===== src/rtl/eco32_core_ifu_evm_ffp.sv =====
// Show-ahead event FIFO with almost-full/almost-empty flags and sticky over/underflow errors.
// Optional duplicate-push suppression is enabled by defining ECO32_IFU_EVM_DEDUP_EN.
module eco32_core_ifu_evm_ffp #(
   parameter int ERX_W      = 5,
   parameter int EID_W      = 4,
   parameter int DEPTH_LOG2 = 4,
   parameter int AF_LIMIT   = 2,
   parameter int AE_LIMIT   = 1
) (
   input  logic                  clk,
   input  logic                  rst,
   input  logic                  i_stb,
   input  logic [ERX_W-1:0]      i_erx,
   input  logic [EID_W-1:0]      i_eid,
   output logic                  i_af,
   output logic                  i_full,
   output logic                  i_err,
   output logic                  o_stb,
   output logic [ERX_W-1:0]      o_erx,
   output logic [EID_W-1:0]      o_eid,
   input  logic                  o_ack,
   output logic                  o_ae,
   output logic                  o_err,
   output logic [DEPTH_LOG2:0]   o_level,
   input  logic                  err_clr
);

   localparam int DEPTH = 1 << DEPTH_LOG2;
   localparam int CW    = DEPTH_LOG2 + 1;
   localparam int PW    = DEPTH_LOG2;
   localparam int KW    = ERX_W + EID_W;
   localparam logic [CW-1:0] DEPTH_C = CW'(DEPTH);
   localparam logic [CW-1:0] AF_C    = CW'(AF_LIMIT);
   localparam logic [CW-1:0] AE_C    = CW'(AE_LIMIT);

   logic [KW-1:0] mem [DEPTH];
   logic [PW-1:0] wr_ptr, rd_ptr;
   logic [CW-1:0] count, count_nxt;
   logic [KW-1:0] din;
   logic          full, empty, dup;
   logic          push_ok, pop_ok, ovf, udf;

   assign din   = {i_erx, i_eid};
   assign full  = (count == DEPTH_C);
   assign empty = (count == '0);

`ifdef ECO32_IFU_EVM_DEDUP_EN
   // Last accepted entry; only meaningful while the FIFO still holds data.
   logic [KW-1:0] last_q;
   logic          last_vld;

   assign dup = last_vld && (din == last_q);

   always_ff @(posedge clk) begin
      if (rst) begin
         last_vld <= 1'b0;
         last_q   <= '0;
      end else begin
         if (push_ok) begin
            last_q   <= din;
            last_vld <= 1'b1;
         end else if (count_nxt == '0) begin
            last_vld <= 1'b0;
         end
      end
   end
`else
   assign dup = 1'b0;
`endif

   assign push_ok = i_stb && !dup && !full;
   assign ovf     = i_stb && !dup && full;
   assign pop_ok  = o_ack && !empty;
   assign udf     = o_ack && empty;

   always_comb begin
      count_nxt = count;
      case ({push_ok, pop_ok})
         2'b10:   count_nxt = count + CW'(1);
         2'b01:   count_nxt = count - CW'(1);
         default: count_nxt = count;
      endcase
   end

   // NOTE: sequential state uses non-blocking assignments so every register samples pre-edge values.
   always_ff @(posedge clk) begin
      if (rst) begin
         wr_ptr <= '0;
         rd_ptr <= '0;
         count  <= '0;
         i_err  <= 1'b0;
         o_err  <= 1'b0;
      end else begin
         count <= count_nxt;
         if (push_ok) wr_ptr <= wr_ptr + PW'(1);
         if (pop_ok)  rd_ptr <= rd_ptr + PW'(1);
         if (ovf)          i_err <= 1'b1;
         else if (err_clr) i_err <= 1'b0;
         if (udf)          o_err <= 1'b1;
         else if (err_clr) o_err <= 1'b0;
      end
   end

   // NOTE: storage has no reset; the head is only qualified by o_stb, so stale contents are harmless.
   always_ff @(posedge clk) begin
      if (push_ok) mem[wr_ptr] <= din;
   end

   assign o_stb   = !empty;
   assign {o_erx, o_eid} = mem[rd_ptr];
   assign i_full  = full;
   assign i_af    = (DEPTH_C - count) <= AF_C;
   assign o_ae    = count <= AE_C;
   assign o_level = count;

endmodule


===== config.mk =====
export PLATFORM = sky130hd
export DESIGN_NAME = eco32_core_ifu_evm_ffp
export DESIGN_NICKNAME = d
export VERILOG_FILES = /design/src/rtl/eco32_core_ifu_evm_ffp.sv
export SDC_FILE = /design/constraint.sdc
export NUM_CORES = 1
export LEC_CHECK = 0
export ABC_CLOCK_PERIOD_IN_PS = 3700
export CORE_ASPECT_RATIO = 0.9
export CORE_MARGIN = 4
export CORE_UTILIZATION = 53
export CTS_BUF_LIST = sky130_fd_sc_hd__clkbuf_16
export DETAILED_ROUTE_END_ITERATION = 10
export PLACE_DENSITY = 0.72
export SYNTH_ARGS = -nofsm -noshare
export SYNTH_HDL_FRONTEND = slang
export SYNTH_SLANG_ARGS = --single-unit

===== constraint.sdc =====
create_clock -name clk -period 3.7 [get_ports clk]
set_input_delay 0.925 -clock clk [delete_from_list [all_inputs] [get_ports clk]]
set_output_delay 0.925 -clock clk [all_outputs]
set_load 0.005 [all_outputs]

# [Word level (Yosys, flattened, before mapping)]
# Memories as Yosys holds them, arrays and structs flattened. A register that Yosys moved wholly into a read port is not among the register bits.
# Cells that the tools add are included.
# W data, S select, Z words.
[totals] regBits=15 mem_bits_rw=144 inputBits=14 n_memories=1
[memory_table] name="mem" depth=16 word_bits=9 rd=1 rd_clocked_by_memory_dff=1 write_ports=1 line="36" rtl="logic [KW-1:0] mem [DEPTH];"
[op_classes] addsub=5 order_cmp=2 n_eq_ne=3 n_mux=8 reduce_logical=10
[op_table] op="$pmux W5 S2" count=1
[op_table] op="$add A4 B1 Y4 const B" count=2
[op_table] op="$mux W4" count=2
[op_table] op="$reduce_bool A2 Y1" count=3
[op_table] op="$add A5 B1 Y5 const B" count=1
[op_table] op="$eq A5 B5 Y1 const B" count=1
[op_table] op="$le A5 B1 Y1 const B" count=1
[op_table] op="$le A5 B2 Y1 const B" count=1
[op_table] op="$logic_not A5 Y1" count=1
[op_table] op="$mux W1" count=5
[op_table] op="$sub A5 B1 Y5 const B" count=1
[op_table] op="$sub A5 B5 Y5 const A" count=1
[op_table] op="$logic_and A1 B1 Y1" count=4
[op_table] op="$eq A2 B1 Y1 const B" count=1
[op_table] op="$eq A2 B2 Y1 const B" count=1
[op_table] op="$logic_not A1 Y1" count=2

# [Longest topological paths before layout]
[depth] depth_word=5 ltp_mapped=12 depth_no_buf=11

# [Worst setup path after synthesis]
# No wires, ideal clock.
[synth_timing] path_kind="register -> register" start="reg count[0] (netlist: o_level[0])" end="mem mem[3][0] in the netlist's numbering, enable pin" setup_time_ns=0.387 arrival_ns=2.373 path_slack_ns=0.940 stages_incl_launch_ff=9 n_path_buf=1 synth_period_minus_slack_ns=2.760 path_cell_list="dfxtp_1 inv_1 ha_1 nor3b_1 ha_1 nor2b_1 clkbuf_1 nand2_1 nor3_1"
[synth_between] elab_chain_cells=5
[synth_rtl] item="start: declaration" line="38" rtl="logic [CW-1:0] count, count_nxt;"
[synth_rtl] item="start signal: assignment" line="94" rtl="count <= count_nxt;"
[synth_rtl] item="$eq A5 B5 Y1" line="44" rtl="assign full = (count == DEPTH_C);"
[synth_rtl] item="net i_full" line="16" rtl="output logic i_full,"
[synth_rtl] item="$logic_not A1 Y1" line="71" rtl="assign push_ok = i_stb && !dup && !full;"
[synth_rtl] item="$logic_and A1 B1 Y1" line="71"
[synth_rtl] item="$mux W1" line="106" rtl="if (push_ok) mem[wr_ptr] <= din;"
[synth_rtl] item="$mux W1 (not written as such)" line="106"
[synth_rtl] item="end: declaration" line="36"
# The timed path passes the listed nets, and every way through them passes these cells.

==> impl_metrics.prom <==
# TYPE chip_impl_metric gauge
chip_impl_info{name="synth_top_flop_cell",value="sky130_fd_sc_hd__edfxtp_1"} 1
chip_impl_metric{name="fin_worst_skew",unit="ps"} 12.2
chip_impl_metric{name="detail_route.vias_per_cell",unit=""} 5.75
chip_impl_metric{name="vdd_ir_drop_max",unit="uV"} 374
chip_impl_metric{name="syn2layout_area_growth",unit="%"} 18.7
chip_impl_metric{name="drtIter0Drc",unit=""} 327
chip_impl_metric{name="proportion_of_synthesized_chip_area_in_sequential_cells",unit=""} 0.722
chip_impl_metric{name="detail_route.drc_violations",unit=""} 0
chip_impl_metric{name="synth.ff_latch_count",unit=""} 163
chip_impl_metric{name="clock_sinks",unit=""} 163
chip_impl_metric{name="preCtsSetupSlack",unit="ps"} 583
chip_impl_metric{name="grt_start_max_net_pins",unit=""} 37
chip_impl_metric{name="clock_insertion_delay_worst_skew",unit="ps"} 420
chip_impl_metric{name="dp_hpwl",unit="um"} 8040
chip_impl_metric{name="io_pins",unit=""} 34
chip_impl_metric{name="cts.clk_slew.worst_paths",unit="ps"} 60
chip_impl_metric{name="synth-async-reset-ratio",unit=""} 0
chip_impl_metric{name="globalRouteTotalUtil",unit=""} 0.195
chip_impl_metric{name="netSwitchingPower",unit="mW"} 1.20
chip_impl_metric{name="clk_network_pwr_share",unit=""} 0.354
chip_impl_info{name="rsz0062_at_grt",value="false"} 1
chip_impl_metric{name="antenna_left",unit=""} 0
chip_impl_metric{name="finalCritPeriodShare",unit=""} 0.946
chip_impl_metric{name="cts_made_buffers",unit=""} 17
chip_impl_metric{name="drv.max_cap_violation_count",unit=""} 0
chip_impl_metric{name="layout_setup_ws",unit="ps"} 199
chip_impl_metric{name="switching_share",unit=""} 0.243
chip_impl_info{name="clock_root_buffer",value="sky130_fd_sc_hd__clkbuf_16"} 1
chip_impl_metric{name="drt_pre_antenna_iters",unit=""} 5
chip_impl_metric{name="gp_routability_congestion",unit=""} 0.757
chip_impl_metric{name="netlist.area_leader.share",unit=""} 0.664
chip_impl_metric{name="power.density_cell_area",unit="nW/um^2"} 637
chip_impl_metric{name="internal_power",unit="mW"} 3.73
chip_impl_metric{name="h-tree-depth",unit=""} 4
chip_impl_metric{name="total_via_count_in_the_routed_design",unit=""} 3340
chip_impl_metric{name="core.rowCount",unit=""} 38
chip_impl_metric{name="power_leakage",unit="nW"} 2.60
chip_impl_metric{name="dp.cells",unit=""} 550
chip_impl_metric{name="nNetsFinal",unit=""} 435
chip_impl_metric{name="port_buffers",unit=""} 33
chip_impl_metric{name="synth.yosys.warnings",unit=""} 0
chip_impl_metric{name="critPathRequiredTime",unit="ps"} 2770
chip_impl_metric{name="post_cts_resize_count",unit=""} 0
chip_impl_metric{name="die-height",unit="um"} 113
chip_impl_metric{name="max_slew_margin",unit=""} 0.580
chip_impl_metric{name="setup_violations_final",unit=""} 0
chip_impl_metric{name="syn_std_cell_area",unit="um^2"} 6520
chip_impl_metric{name="clock_tree_buffer_depth",unit=""} 2
chip_impl_metric{name="multi_input_comb_area",unit="um^2"} 1650
chip_impl_metric{name="dieArea",unit="um^2"} 14100
chip_impl_metric{name="antenna-diode-count",unit=""} 0
chip_impl_metric{name="post_layout_nonfiller_instances",unit=""} 581
chip_impl_metric{name="syn_avg_cell_area",unit="um^2"} 18.8
chip_impl_metric{name="slew_violations",unit=""} 0
chip_impl_info{name="post-synth-top-area-cell",value="sky130_fd_sc_hd__edfxtp_1"} 1
chip_impl_metric{name="clock.fmax",unit="GHz"} 0.286
chip_impl_info{name="run_status",value="finished, final reports clean"} 1
chip_impl_metric{name="layout-drive-gt1-share",unit=""} 0.188
chip_impl_metric{name="synth_nets",unit=""} 373
chip_impl_metric{name="report.final.hold_viol_count",unit=""} 0
chip_impl_metric{name="fin_setup_tns",unit="ps"} 0
chip_impl_metric{name="worst_hold_path.num_cells",unit=""} 2
chip_impl_info{name="netlist_top_cells_area",value="sky130_fd_sc_hd__edfxtp_1 66%, sky130_fd_sc_hd__mux4_2 7.3%, sky130_fd_sc_hd__mux4_1 6.0%"} 1
chip_impl_info{name="timing.critical_path.from_type",value="register"} 1
chip_impl_metric{name="worst_slew_pin_slew",unit="ps"} 628
chip_impl_metric{name="initial_core_util",unit=""} 0.542
chip_impl_info{name="top_cells_by_instance_count_after_synthesis",value="144 x sky130_fd_sc_hd__edfxtp_1, 30 x sky130_fd_sc_hd__nor2_1, 21 x sky130_fd_sc_hd__mux4_2"} 1
chip_impl_metric{name="synth_edf_count",unit=""} 144
chip_impl_info{name="yosys.cell_count.top_type",value="sky130_fd_sc_hd__edfxtp_1"} 1
chip_impl_metric{name="number_of_global_route_vias_before_repair",unit=""} 3486
chip_impl_metric{name="cp.arrival",unit="ps"} 2580
chip_impl_metric{name="antenna_violations_before_repair",unit=""} 0
chip_impl_info{name="timing_worst_setup_path_type",value="reg -> out"} 1
chip_impl_metric{name="routed_wl",unit="um"} 13000
chip_impl_metric{name="core-area",unit="um^2"} 12000
chip_impl_metric{name="pwr-share-seq",unit=""} 0.436
chip_impl_metric{name="comb_power_share",unit=""} 0.211
chip_impl_metric{name="overflow",unit=""} 0
chip_impl_metric{name="cp_max_fo",unit=""} 30
chip_impl_info{name="tritoncts",value="done"} 1
chip_impl_metric{name="finalWorstPathRequiredPeriod",unit="ps"} 3500
chip_impl_metric{name="count_of_buffers_added_by_post_cts_timing_repair_for_setup",unit=""} 0
chip_impl_metric{name="global_route_wire_length_before_repair",unit="um"} 20400
chip_impl_metric{name="syn_inst",unit=""} 347
chip_impl_info{name="hold_class",value="reg -> reg"} 1
chip_impl_metric{name="wire_per_inst",unit="um"} 22.4
chip_impl_info{name="critical_path.endpoint_type",value="primary output"} 1
chip_impl_metric{name="register_area",unit="um^2"} 4710
chip_impl_metric{name="ys_types",unit=""} 36
chip_impl_metric{name="cts_hold_buffers",unit=""} 0
chip_impl_metric{name="die_x",unit="um"} 125
chip_impl_metric{name="worstRegToRegCells",unit=""} 10
chip_impl_metric{name="fillers",unit=""} 826
## power by group through the flow
stage	registers, mW	clock network (mW)	logic (mW)
floorplan	2.15	0	0.733
global placement	2.18	0	1.04
detailed placement	2.19	0	1.05
CTS	2.15	1.76	1.06
global route	2.16	1.85	1.14
finish	2.15	1.74	1.04
## cell type report
cell class / count / share of cell area
flip-flops and latches: 163 / 0.608
multi-input cells: 158 / 0.213
repair buffers: 61 / 0.0731
clock buffers: 17 / 0.0550
well taps: 160 / 0.0259
clock inverters: 14 / 0.0210
inverters: 8 / 0.00388
## placed cells by master, fill, tap and decap left out, types with 3 or more instances in the layout
cell type	count
sky130_fd_sc_hd__a21oi_1	5
sky130_fd_sc_hd__a22oi_1	20
sky130_fd_sc_hd__buf_4	26
sky130_fd_sc_hd__bufinv_16	3
sky130_fd_sc_hd__clkbuf_16	17
sky130_fd_sc_hd__clkdlybuf4s50_1	33
sky130_fd_sc_hd__clkinv_2	3
sky130_fd_sc_hd__dfxtp_1	18
sky130_fd_sc_hd__edfxtp_1	144
sky130_fd_sc_hd__ha_1	12
sky130_fd_sc_hd__inv_1	9
sky130_fd_sc_hd__inv_6	3
sky130_fd_sc_hd__mux4_1	15
sky130_fd_sc_hd__mux4_2	21
sky130_fd_sc_hd__nand2_1	16
sky130_fd_sc_hd__nand2b_1	4
sky130_fd_sc_hd__nor2_1	30
sky130_fd_sc_hd__nor2b_1	3
sky130_fd_sc_hd__nor3_1	4
sky130_fd_sc_hd__xnor2_1	4
sky130_fd_sc_hd__xor2_1	6
## stage by stage
stage | util | hold WS, ps | total power [mW] | instance area, um^2
finish | 0.643 | 510 | 4.93 | 7740
CTS | 0.643 | 514 | 4.96 | 7740
global placement | 0.594 | 480 | 3.22 | 7150
floorplan | - | 485 | 2.88 | 6520
global route | 0.643 | 550 | 5.15 | 7740
detailed placement | 0.594 | 496 | 3.24 | 7150
## routing by layer
metal	vias to the layer above	share of wire	track usage
met5	-	0	0
met1	1703	0.43	0.277
met3	16	0.063	0.0500
met4	0	0.011	0.0441
li1	1511	-	-
met2	110	0.49	0.312
## sequential cells by signal (all words and copies together), names as in the netlist, named ones only
register  cells
wr_ptr        4
mem         144
o_level       5
i_err         1
o_err         1
rd_ptr        4
## path summary, 6_finish.rpt
path / from / end / slack [ps]
worst max-delay path: register / o_eid[2] / 200
worst min-delay path: i_err / i_err / 510
worst max register to register: o_level[0] / o_level[3] / 750
worst min register to register: i_err / i_err / 510
## cells by family after synthesis
logic type / share of synthesized area
AOI/OAI and AO/OA: 0.0305
xor gates and xnor gates: 0.0134
adders and majority gates: 0.0230
buffers and inverters: 0.0252
DFF: 0.722
muxes: 0.136
and+or+nand+nor: 0.0497
## worst max-delay path: stages, from the launching register on
cell                              delay (ps)
sky130_fd_sc_hd__dfxtp_2                 490
sky130_fd_sc_hd__buf_12                  280
sky130_fd_sc_hd__mux4_1                  590
sky130_fd_sc_hd__a22oi_1                 260
sky130_fd_sc_hd__nand2_1                  90
sky130_fd_sc_hd__clkdlybuf4s50_1         440
No activity file was read; power rests on OpenSTA's default activity.
